==> config.mk <==
export PLATFORM = sky130hd
export DESIGN_NAME = nibble_stream_decoder_flat
export DESIGN_NICKNAME = d
export VERILOG_FILES = /design/src/rtl/nibble_crypt_pkg.sv /design/src/rtl/nibble_stream_decoder_if.sv /design/src/rtl/nibble_fifo2.sv /design/src/rtl/nibble_stream_decoder.sv /design/src/flat_wrapper.sv
export SDC_FILE = /design/constraint.sdc
export NUM_CORES = 1
export LEC_CHECK = 0
export CORE_MARGIN = 1
export CORE_UTILIZATION = 35
export CTS_CLUSTER_DIAMETER = 80
export CTS_CLUSTER_SIZE = 25
export DETAILED_ROUTE_END_ITERATION = 10
export GPL_TIMING_DRIVEN = 0
export PLACE_DENSITY = 0.61
export SLEW_MARGIN = 15
export SYNTH_ARGS = -nofsm -noshare
export SYNTH_HDL_FRONTEND = slang
export SYNTH_SLANG_ARGS = --single-unit
==> constraint.sdc <==
create_clock -name clk -period 1.6 [get_ports clk]
set_input_delay 0.24 -clock clk [delete_from_list [all_inputs] [get_ports clk]]
set_output_delay 0.24 -clock clk [all_outputs]
set_load 0.05 [all_outputs]
==> src/rtl/nibble_crypt_pkg.sv <==
// nibble_crypt_pkg: width, key rotation and FSM states shared by the nibble encoder/decoder pair
package nibble_crypt_pkg;
  localparam int W = 4;
  typedef enum logic {IDLE, RUN} state_t;
  function automatic logic [W-1:0] rotl1(input logic [W-1:0] k);
    return {k[W-2:0], k[W-1]};
  endfunction
endpackage

==> src/rtl/nibble_stream_decoder_if.sv <==
// nibble_stream_decoder_if: cipher-in and plaintext-out valid/ready streams of the decoder
interface nibble_stream_decoder_if #(parameter int W = nibble_crypt_pkg::W);
  logic in_valid, in_ready, out_valid, out_ready;
  logic [W-1:0] in_word, out_word;
  modport master(output in_valid, in_word, out_ready, input in_ready, out_valid, out_word);
  modport slave(input in_valid, in_word, out_ready, output in_ready, out_valid, out_word);
endinterface

==> src/rtl/nibble_fifo2.sv <==
// nibble_fifo2: 2-deep FIFO whose head register drives the output directly
module nibble_fifo2 #(parameter int W = 4) (
  input  logic         clk,
  input  logic         rst,
  input  logic         push,
  input  logic         pop,
  input  logic [W-1:0] din,
  output logic [W-1:0] dout,
  output logic         full,
  output logic         empty
);
  logic [1:0] occ;
  logic [W-1:0] tail;
  logic do_push, do_pop;
  assign full = occ == 2'd2;
  assign empty = occ == 2'd0;
  assign do_push = push && !full;
  assign do_pop = pop && !empty;
  always_ff @(posedge clk)
    if (rst) begin
      occ <= '0;
      dout <= '0;
      tail <= '0;
    end else begin
      occ <= occ + 2'(do_push) - 2'(do_pop);
      if (do_pop && full) dout <= tail;
      else if (do_push && (empty || do_pop)) dout <= din;
      if (do_push && !empty && !do_pop) tail <= din;
    end
endmodule

==> src/rtl/nibble_stream_decoder.sv <==
// nibble_stream_decoder: XOR-decrypts cipher nibbles with an optionally rolling key
module nibble_stream_decoder
  import nibble_crypt_pkg::*;
#(
  parameter int W = nibble_crypt_pkg::W,
  parameter bit ROLL = 1'b1,
  parameter int CNT_W = 8
) (
  input  logic             clk,
  input  logic             rst,
  input  logic             key_load,
  input  logic [W-1:0]     key_in,
  nibble_stream_decoder_if.slave bus,
  output logic             busy,
  output logic [CNT_W-1:0] count
);
  state_t state;
  logic [W-1:0] key_reg;
  logic full, empty, push;
  assign bus.in_ready = state == RUN && !full && !key_load;
  assign push = bus.in_valid && bus.in_ready && !rst;
  assign bus.out_valid = !empty;
  nibble_fifo2 #(.W(W)) u_fifo (
    .clk,
    .rst,
    .push,
    .pop(bus.out_valid && bus.out_ready),
    .din(bus.in_word ^ key_reg),
    .dout(bus.out_word),
    .full,
    .empty
  );
  // key_load wins over accept; in_ready already blocks input in that cycle
  always_ff @(posedge clk)
    if (rst) begin
      state <= IDLE;
      busy <= 1'b0;
      key_reg <= '0;
      count <= '0;
    end else if (key_load) begin
      state <= RUN;
      busy <= 1'b1;
      key_reg <= key_in;
      count <= '0;
    end else if (push) begin
      count <= count + 1'b1;
      key_reg <= ROLL ? rotl1(key_reg) : key_reg;
    end
endmodule
==> src/flat_wrapper.sv <==
// flat-port wrapper written by rule: the top's interface ports become plain ports
module nibble_stream_decoder_flat import nibble_crypt_pkg::*;
#(
  parameter int W = nibble_crypt_pkg::W,
  parameter bit ROLL = 1'b1,
  parameter int CNT_W = 8
)
  (clk, rst, key_load, key_in, busy, count, bus_in_valid, bus_in_word, bus_out_ready, bus_in_ready, bus_out_valid, bus_out_word);
  nibble_stream_decoder_if #(.W(W)) bus_i ();
  input  logic clk;
  input  logic rst;
  input  logic key_load;
  input  logic [W-1:0] key_in;
  output logic busy;
  output logic [CNT_W-1:0] count;
  input wire logic [$bits(bus_i.in_valid)-1:0] bus_in_valid;
  input wire logic [$bits(bus_i.in_word)-1:0] bus_in_word;
  input wire logic [$bits(bus_i.out_ready)-1:0] bus_out_ready;
  output wire logic [$bits(bus_i.in_ready)-1:0] bus_in_ready;
  output wire logic [$bits(bus_i.out_valid)-1:0] bus_out_valid;
  output wire logic [$bits(bus_i.out_word)-1:0] bus_out_word;
  assign bus_i.in_valid = bus_in_valid;
  assign bus_i.in_word = bus_in_word;
  assign bus_i.out_ready = bus_out_ready;
  assign bus_in_ready = bus_i.in_ready;
  assign bus_out_valid = bus_i.out_valid;
  assign bus_out_word = bus_i.out_word;
  nibble_stream_decoder #(.W(W), .ROLL(ROLL), .CNT_W(CNT_W)) u_core (.clk(clk), .rst(rst), .key_load(key_load), .key_in(key_in), .bus(bus_i), .busy(busy), .count(count));
endmodule
After elaboration in Yosys (flattened, before gate mapping)
Index checks and enable logic that the tools add are counted.
Storage, ports and cells
  register bits: 23
  latch bits: 0
  input port bits: 13
  memory bits (read-only): 0
  memories: 0
  output and inout bits: 15
  RAM bits: 0
Cells by class
  divide/modulo/power cells: 0
  order comparisons: 0
  muxes and demuxes: 4
  bitwise operators: 1
  $mul: 0
  shift operators: 0
  reduce and logical (&&, ||, !) cells: 21
  eq/ne operators: 1
  $add $sub $neg: 3
Operators by type and width (count)
  4-bit 2-to-1 mux: 4
  1-bit logical AND: 11
  8-bit by 1-bit adder with 8-bit output, second input constant: 1
  1-bit zero test: 5
  2-bit nonzero test: 2
  4-bit XOR: 1
  2-bit by 1-bit adder with 2-bit output: 1
  2-bit == test, second input constant: 1
  2-bit zero test: 1
  2-bit OR reduction: 1
  2-bit by 1-bit subtractor with 2-bit output: 1
  1-bit logical OR: 1

Logic depth before layout (Yosys ltp)
Gate-level depths: netlist of the first run.
  word-level depth: 10
  depth in mapped cells: 9
  depth with buffers taken out: 9

Modules after synthesis
A second synthesis of the first run with hierarchy kept.
Unflattened totals
  cell total of the unflattened synthesis: 130
  area, all modules: 1174.9 um^2
Modules (own cells, without submodules)
  nibble_stream_decoder: cells an instance 77, times used 1, area an instance 673.1 um^2
  nibble_fifo2: cells an instance 53, times used 1, area an instance 501.7 um^2

Worst setup path after synthesis of the first run
OpenSTA, ideal clock, no wires.
  path type: register -> output
  start point: reg u_core.state
  end point: out bus_in_ready
  buffers on the path: 0
  stages on the path, launching flop included: 2
  required time: 1.360 ns
  arrival time: 1.881 ns
  path slack: -0.521 ns
  cell sequence: dfxtp_1 -> nor3b_1
On the way
  longest elaborated chain between the ends: 2
RTL lines
  start: declaration: line nibble_stream_decoder.sv:17  | state_t state;
  start signal: assignment: line nibble_stream_decoder.sv:36  | state <= IDLE;
  start signal: assignment: line nibble_stream_decoder.sv:41  | state <= RUN;
  1-bit logical AND (2 in series): line nibble_stream_decoder.sv:20  | assign bus.in_ready = state == RUN && !full && !key_load;
  end: declaration: line flat_wrapper.sv:19  | output wire logic [$bits(bus_i.in_ready)-1:0] bus_in_ready;
Every way passes these cells.

Worst setup path in the final report of the first run
  start point: reg u_core.state
  end point: reg u_core.u_fifo.occ[1]
On the way
  longest elaborated chain between the ends: 7
RTL lines
  1-bit logical AND (2 in series): line nibble_stream_decoder.sv:20
  1-bit logical AND (2 in series): line nibble_stream_decoder.sv:21  | assign push = bus.in_valid && bus.in_ready && !rst;
  1-bit logical AND: line nibble_fifo2.sv:17  | assign do_push = push && !full;
  2-bit by 1-bit adder with 2-bit output: line nibble_fifo2.sv:25  | occ <= occ + 2'(do_push) - 2'(do_pop);
  2-bit by 1-bit subtractor with 2-bit output: line nibble_fifo2.sv:25
  end signal: assignment: line nibble_fifo2.sv:25
  end: declaration: line nibble_fifo2.sv:12  | logic [1:0] occ;
Every way passes these cells.
A chain may end at the register's enable or synchronous reset.

==> results of run 1 <==
power breakdown:
part	leakage [nW]	internal (mW)	total, mW	switching (mW)
sequential	0.189	0.615	0.649	0.0338
clock	0.0150	0.0971	0.263	0.166
combinational	0.485	0.227	0.536	0.310
cell usage in the layout (no fill, tap or decap), drive strengths merged, types with 5 or more instances in the layout:
cell type / count
mux2i: 8
clkdlybuf4s50: 9
buf: 8
xor2: 7
nand2: 7
xnor2: 5
dlygate4sd2: 16
clkbuf: 8
nor2b: 6
dfxtp: 23
nand3: 5
nor3: 6
nor2: 14
o21ai: 5
layer usage:
layer	wire, um	track usage, %	up-vias	share of wire [%]
li1	-	-	488	-
met4	17	7.14	0	0.70
met2	1050	24.6	18	44
met3	81	2.01	2	3.4
met1	1260	21.2	436	52
met5	0	0	-	0
cell families after synthesis:
logic type / count (synthesis)
xor gates and xnor gates: 12
muxes: 8
AOI/OAI and AO/OA: 13
buffers and inverters: 7
adders and majority gates: 3
and+or+nand+nor: 54
DFF: 23
area by class of cell:
class	count	area, um^2	area share, %
Inverter	2	7.51	0.495
Sequential cell	23	469	30.9
Timing Repair Buffer	32	278	18.3
Multi-Input combinational cell	90	662	43.6
Tap cell	31	38.8	2.56
Buffer	5	36.3	2.39
Clock buffer	4	26.3	1.73
what timing repair did:
action,in CTS,in global routing
setup buffers,3,2
endpoints found under the hold margin,0,0
gates cloned,0,0
endpoints found under the setup margin,22,9
pin swaps,3,1
gates resized for setup,27,8
path summary, 6_finish.rpt:
check,from,to,slack [ns]
hold / removal,rst,u_core.u_fifo.occ[0],0.36
setup / recovery,u_core.state,u_core.u_fifo.occ[1],-0.02
hold reg to reg,u_core.u_fifo.tail[1],u_core.u_fifo.dout[1],0.47
setup reg to reg,u_core.state,u_core.u_fifo.occ[1],-0.02
stage by stage:
step	setup TNS (ns)	setup slack [ns]	hold WS [ns]
6_report	-0.0334	-0.0200	0.357
5_1_grt	-0.309	-0.124	0.372
4_1_cts	-0.122	-0.0755	0.346
3_5_place_dp	-6.17	-0.667	0.446
3_3_place_gp	-6.03	-0.680	0.434
2_1_floorplan	-0.151	-0.151	0.312
==> flow_metrics.env, run 1 <==
export IMPL_p_leak_nw=0.688
export IMPL_core_area_mm2=0.00285
export IMPL_fin_crit_ns=1.62
export IMPL_core_rowCount=19
export IMPL_overflow=0
export IMPL_cts_sinks=23
export IMPL_synth_edff_count=0
export IMPL_io_buffers=27
export IMPL_grt_pass1_wl_um=4020
export IMPL_fmax_ghz=0.617
export IMPL_regMostFlops="u_core.count"
export IMPL_avgSynthCellArea_um2=9.08
export IMPL_dpl_cell_area_mm2=0.00145
export IMPL_dp_hpwl_um=1730
export IMPL_critPathKind="reg2reg"
export IMPL_status="finished with violations"
export IMPL_final_util_pct=53.2
export IMPL_pin_count=28
export IMPL_max_stage_delay_ns=0.36
export IMPL_holdBufCountCts=0
export IMPL_path_depth=9
export IMPL_synthArstFlopShare_pct=0
export IMPL_critPathArrivalTime_ns=1.81
export IMPL_vias=944
export IMPL_power_mw=1.45
export IMPL_synth_area_leaders="dfxtp_1 42%, mux2i_1 7.3%, xor2_1 5.6%, nor2_1 4.8%, xnor2_1 4.0%"
export IMPL_synth_ff_type="dfxtp_1"
export IMPL_synth_compound_area_share_pct=7.35
export IMPL_nets=173
export IMPL_crit_family="adder cells"
export IMPL_synthAdderAreaFrac_pct=3.44
export IMPL_drtAntennaViolNets=0
export IMPL_die_x_um=57.8
export IMPL_dieHeight_um=57.8
export IMPL_clkTransAtPathRegs_ns=0.12
export IMPL_drive_above_1_share_pct=17.3
export IMPL_synth_simple_area_share_pct=27.1
export IMPL_critPathRequiredTime_ns=1.79
export IMPL_stdcell_count=187
export IMPL_antenna_found_initial=0
export IMPL_areaGrowthSynthToFinish_pct=39.3
export IMPL_largest_reg_flops=8
export IMPL_root_buffer="clkbuf_4"
export IMPL_cp_end_kind="flip-flop"
export IMPL_cap_violations=0
export IMPL_syn_inst=120
export IMPL_initial_core_util_pct=38.2
export IMPL_clock_latency_ns=0.30
export IMPL_finalCritPeriodShare_pct=101
export IMPL_synth_top_family_by_area="simple AND/OR/NAND/NOR gates"
export IMPL_critPathLaunchType="flip-flop"
export IMPL_cts_made_buffers=3
export IMPL_nFillCells=286
export IMPL_failed_checks="DRC, setup timing"
export IMPL_synth_distinct_cells=33
export IMPL_finalClockSkew_ns=0.000766
export IMPL_synth_xor_area_share_pct=9.64
export IMPL_dpl_cell_count=178
export IMPL_dr_pass1_iters=7
export IMPL_setup_slack_ns=-0.0200
export IMPL_hold_class="in2reg"
export IMPL_drc=2
export IMPL_htree_levels=1
export IMPL_diodes=0
export IMPL_fin_area_mm2=0.00152
export IMPL_track_usage_pct=15.6
export IMPL_drv_slew=0
export IMPL_first_global_vias=906
export IMPL_setup_viol=2
export IMPL_netlist_area_leader_share_pct=42.3
export IMPL_critical_path_most_common_cell="ha_4"
export IMPL_hold_violations=0
export IMPL_synth_fp_nets=136
export IMPL_reg2reg_depth=9
export IMPL_ys_ff_latch=23
export IMPL_ys_warn_count=0
export IMPL_cts_tree="yes"
export IMPL_viasPerCell=5.05
export IMPL_holdPathStages=2
export IMPL_synth_largest_area_cell="dfxtp_1"
export IMPL_worstMarginPinSlew_ns=0.496
export IMPL_wl_um=2420
export IMPL_rsz0062_at_grt="true"
export IMPL_gp_congestion=0.778
export IMPL_netlist_top_cells_count="23 x dfxtp_1, 14 x nor2_1, 8 x mux2i_1, 7 x xor2_1"
export IMPL_cp_max_fo=2
export IMPL_netlist_area_mm2=0.00109
export IMPL_yosys_mux_area_fraction_pct=7.35
export IMPL_power_density_mw_per_mm2=954
export IMPL_crit_buf_inv=2
export IMPL_slowest_stage="dfxtp_4"
export IMPL_ir_worst_vdd_v=0.000352
export IMPL_clockBufferDepth=2
export IMPL_max_slew_margin_pct=66.7
export IMPL_path_cells="and4bb_1 -> buf_6 -> nand2_8 -> ha_4 -> inv_2 -> ha_4 -> xor2_2 -> xnor2_1 -> nor2_1"
export IMPL_grt_max_degree=13
export IMPL_yosysMostFrequentCell="dfxtp_1"
export IMPL_ys_seq_area_share_pct=42.3
export IMPL_drt_iter0_drc=26
export IMPL_wl_per_cell_um=12.9
export IMPL_dieArea_mm2=0.00334
No activity file was read; power rests on OpenSTA's default activity.
==> run 2: changes to the inputs <==
--- a/config.mk
+++ b/config.mk
@@ -7,6 +7,7 @@
 export LEC_CHECK = 0
 export CORE_MARGIN = 1
 export CORE_UTILIZATION = 35
+export CTS_BUF_LIST = sky130_fd_sc_hd__clkbuf_2 sky130_fd_sc_hd__clkbuf_4 sky130_fd_sc_hd__clkbuf_8
 export CTS_CLUSTER_DIAMETER = 80
 export CTS_CLUSTER_SIZE = 25
 export DETAILED_ROUTE_END_ITERATION = 10
==> run 2 against run 1 <==
Compared with the run above:
- the flow still finishes with violations (DRC, setup timing)
- clock power is 7.6% higher
- clock skew barely moved
- non-clock buffer count is 1 higher
- critical path depth is the same
- total power increased by 1.9%
- core utilization is 0.61 points higher
- sequential share of layout area down 0.35 points
- via count increased by 2.9%
- first-iteration DRC count down 12%
- die area stayed put
- cell count increased by 0.53%
- maximum frequency hardly changed
- critical endpoint unchanged
- largest power group unchanged
==> flow_metrics.env, run 2 (same netlist as run 1, synthesis figures left out) <==
export IMPL_status="finished with violations"
export IMPL_failed_checks="DRC, setup timing"
export IMPL_clockBufferDepth=2
export IMPL_drv_slew=0
export IMPL_antenna_found_initial=0
export IMPL_overflow=0
export IMPL_pin_count=28
export IMPL_grt_pass1_wl_um=4040
export IMPL_viasPerCell=5.16
export IMPL_max_slew_margin_pct=66.7
export IMPL_power_mw=1.48
export IMPL_dp_hpwl_um=1730
export IMPL_hold_violations=0
export IMPL_cap_violations=0
export IMPL_clock_latency_ns=0.30
export IMPL_cp_max_fo=2
export IMPL_whs_ns=0.355
export IMPL_critPathLaunchType="flip-flop"
export IMPL_regMostFlops="u_core.count"
export IMPL_critPathKind="reg2reg"
export IMPL_final_common_cell="dfxtp_1"
export IMPL_track_usage_pct=15.6
export IMPL_fin_crit_ns=1.62
export IMPL_hold_class="in2reg"
export IMPL_finalCritPeriodShare_pct=101
export IMPL_root_buffer="clkbuf_4"
export IMPL_first_global_vias=912
export IMPL_nets=174
export IMPL_p_leak_nw=0.697
export IMPL_drtAntennaViolNets=0
export IMPL_cts_tree="yes"
export IMPL_cts_sinks=23
export IMPL_areaGrowthSynthToFinish_pct=40.9
export IMPL_io_buffers=27
export IMPL_clkTransAtPathRegs_ns=0.12
export IMPL_core_area_mm2=0.00285
export IMPL_gp_congestion=0.778
export IMPL_diodes=0
export IMPL_initial_core_util_pct=38.2
export IMPL_wl_um=2490
export IMPL_drive_above_1_share_pct=19.1
export IMPL_finalClockSkew_ns=0.000848
export IMPL_dr_pass1_iters=7
export IMPL_critPathRequiredTime_ns=1.79
export IMPL_core_rowCount=19
export IMPL_drc=2
export IMPL_critPathArrivalTime_ns=1.81
export IMPL_dieArea_mm2=0.00334
export IMPL_fmax_ghz=0.617
export IMPL_wl_per_cell_um=13.3
export IMPL_setup_viol=2
export IMPL_layout_cells_most_common_list="20 x dfxtp_1, 16 x dlygate4sd2_1, 13 x nor2_1, 9 x clkdlybuf4s50_1, 8 x mux2i_1"
export IMPL_ir_worst_vdd_v=0.000367
export IMPL_holdBufCountCts=0
export IMPL_cts_made_buffers=3
export IMPL_drt_iter0_drc=23
export IMPL_grt_max_degree=13
export IMPL_dieHeight_um=57.8
export IMPL_die_x_um=57.8
export IMPL_setup_slack_ns=-0.0200
export IMPL_htree_levels=1
export IMPL_rsz0062_at_grt="true"
export IMPL_vias=971
export IMPL_cp_end_kind="flip-flop"
export IMPL_power_density_mw_per_mm2=961
export IMPL_largest_reg_flops=8
export IMPL_worstMarginPinSlew_ns=0.496
==> run 2: changes by cell type in the layout (fill, tap and decap cells not counted) <==
cell,delta
clkbuf_4,+1
clkbuf_1,-1
nor4_2,+1
nor4_1,-1
buf_4,+1
==> run 2: layout make-up <==
class | count | area [um^2]
buffer | 5 | 36.3
tap | 31 | 38.8
fill | 278 | 1320
clock buffer | 4 | 30.0
timing repair buffer | 33 | 285
multi-input combinational | 90 | 668
sequential | 23 | 469
inverter | 2 | 7.51
==> run 2: power by group <==
group	leakage, nW	internal, mW	switching [mW]
sequential	0.189	0.616	0.0337
combinational	0.490	0.230	0.314
clock	0.0184	0.114	0.169
==> run 2: timing repair <==
action,in CTS,in global routing
endpoints found under the setup margin,22,9
buffers inserted,4,2
pin swaps,3,1
resized for setup,27,9
==> run 2: metrics by stage <==
| step | instance area, um^2 | setup slack [ns] | TNS, ns | util, % | cells |
|---|---|---|---|---|---|
| final | 1540 | -0.0200 | -0.0351 | 53.8 | 188 |
| after global routing | 1540 | -0.124 | -0.309 | 53.8 | 188 |
| after CTS | 1510 | -0.0755 | -0.127 | 52.8 | 186 |
| after detailed placement | 1450 | -0.667 | -6.17 | 50.7 | 178 |
| after global placement | 1450 | -0.680 | -6.03 | 50.7 | 178 |
| after floorplan | 1140 | -0.151 | -0.151 | - | 120 |
==> run 2: path summary, 6_finish.rpt <==
path / slack [ns] / end / depth (start not counted) / start
max: -0.02 / u_core.u_fifo.occ[1] / 9 / u_core.state
min: 0.36 / u_core.u_fifo.occ[0] / 2 / rst
max reg2reg: -0.02 / u_core.u_fifo.occ[1] / 9 / u_core.state
min reg2reg: 0.47 / u_core.u_fifo.dout[1] / 2 / u_core.u_fifo.tail[1]
==> run 2: worst max-delay path, cell delays in order (launching register included) <==
cell and delay, ns:
dfxtp_4 0.36, and4bb_1 0.21, buf_6 0.12, nand2_8 0.05
ha_4 0.25, inv_2 0.03, ha_4 0.15, xor2_2 0.14
xnor2_1 0.14, nor2_1 0.05
==> run 2: routing by layer <==
layer	up-vias	part of all wire (%)	GRT usage [%]
met5	-	0	0
met4	0	0.84	7.14
met3	4	3.6	2.01
met2	24	46	24.6
met1	453	49	21.2
li1	490	-	-
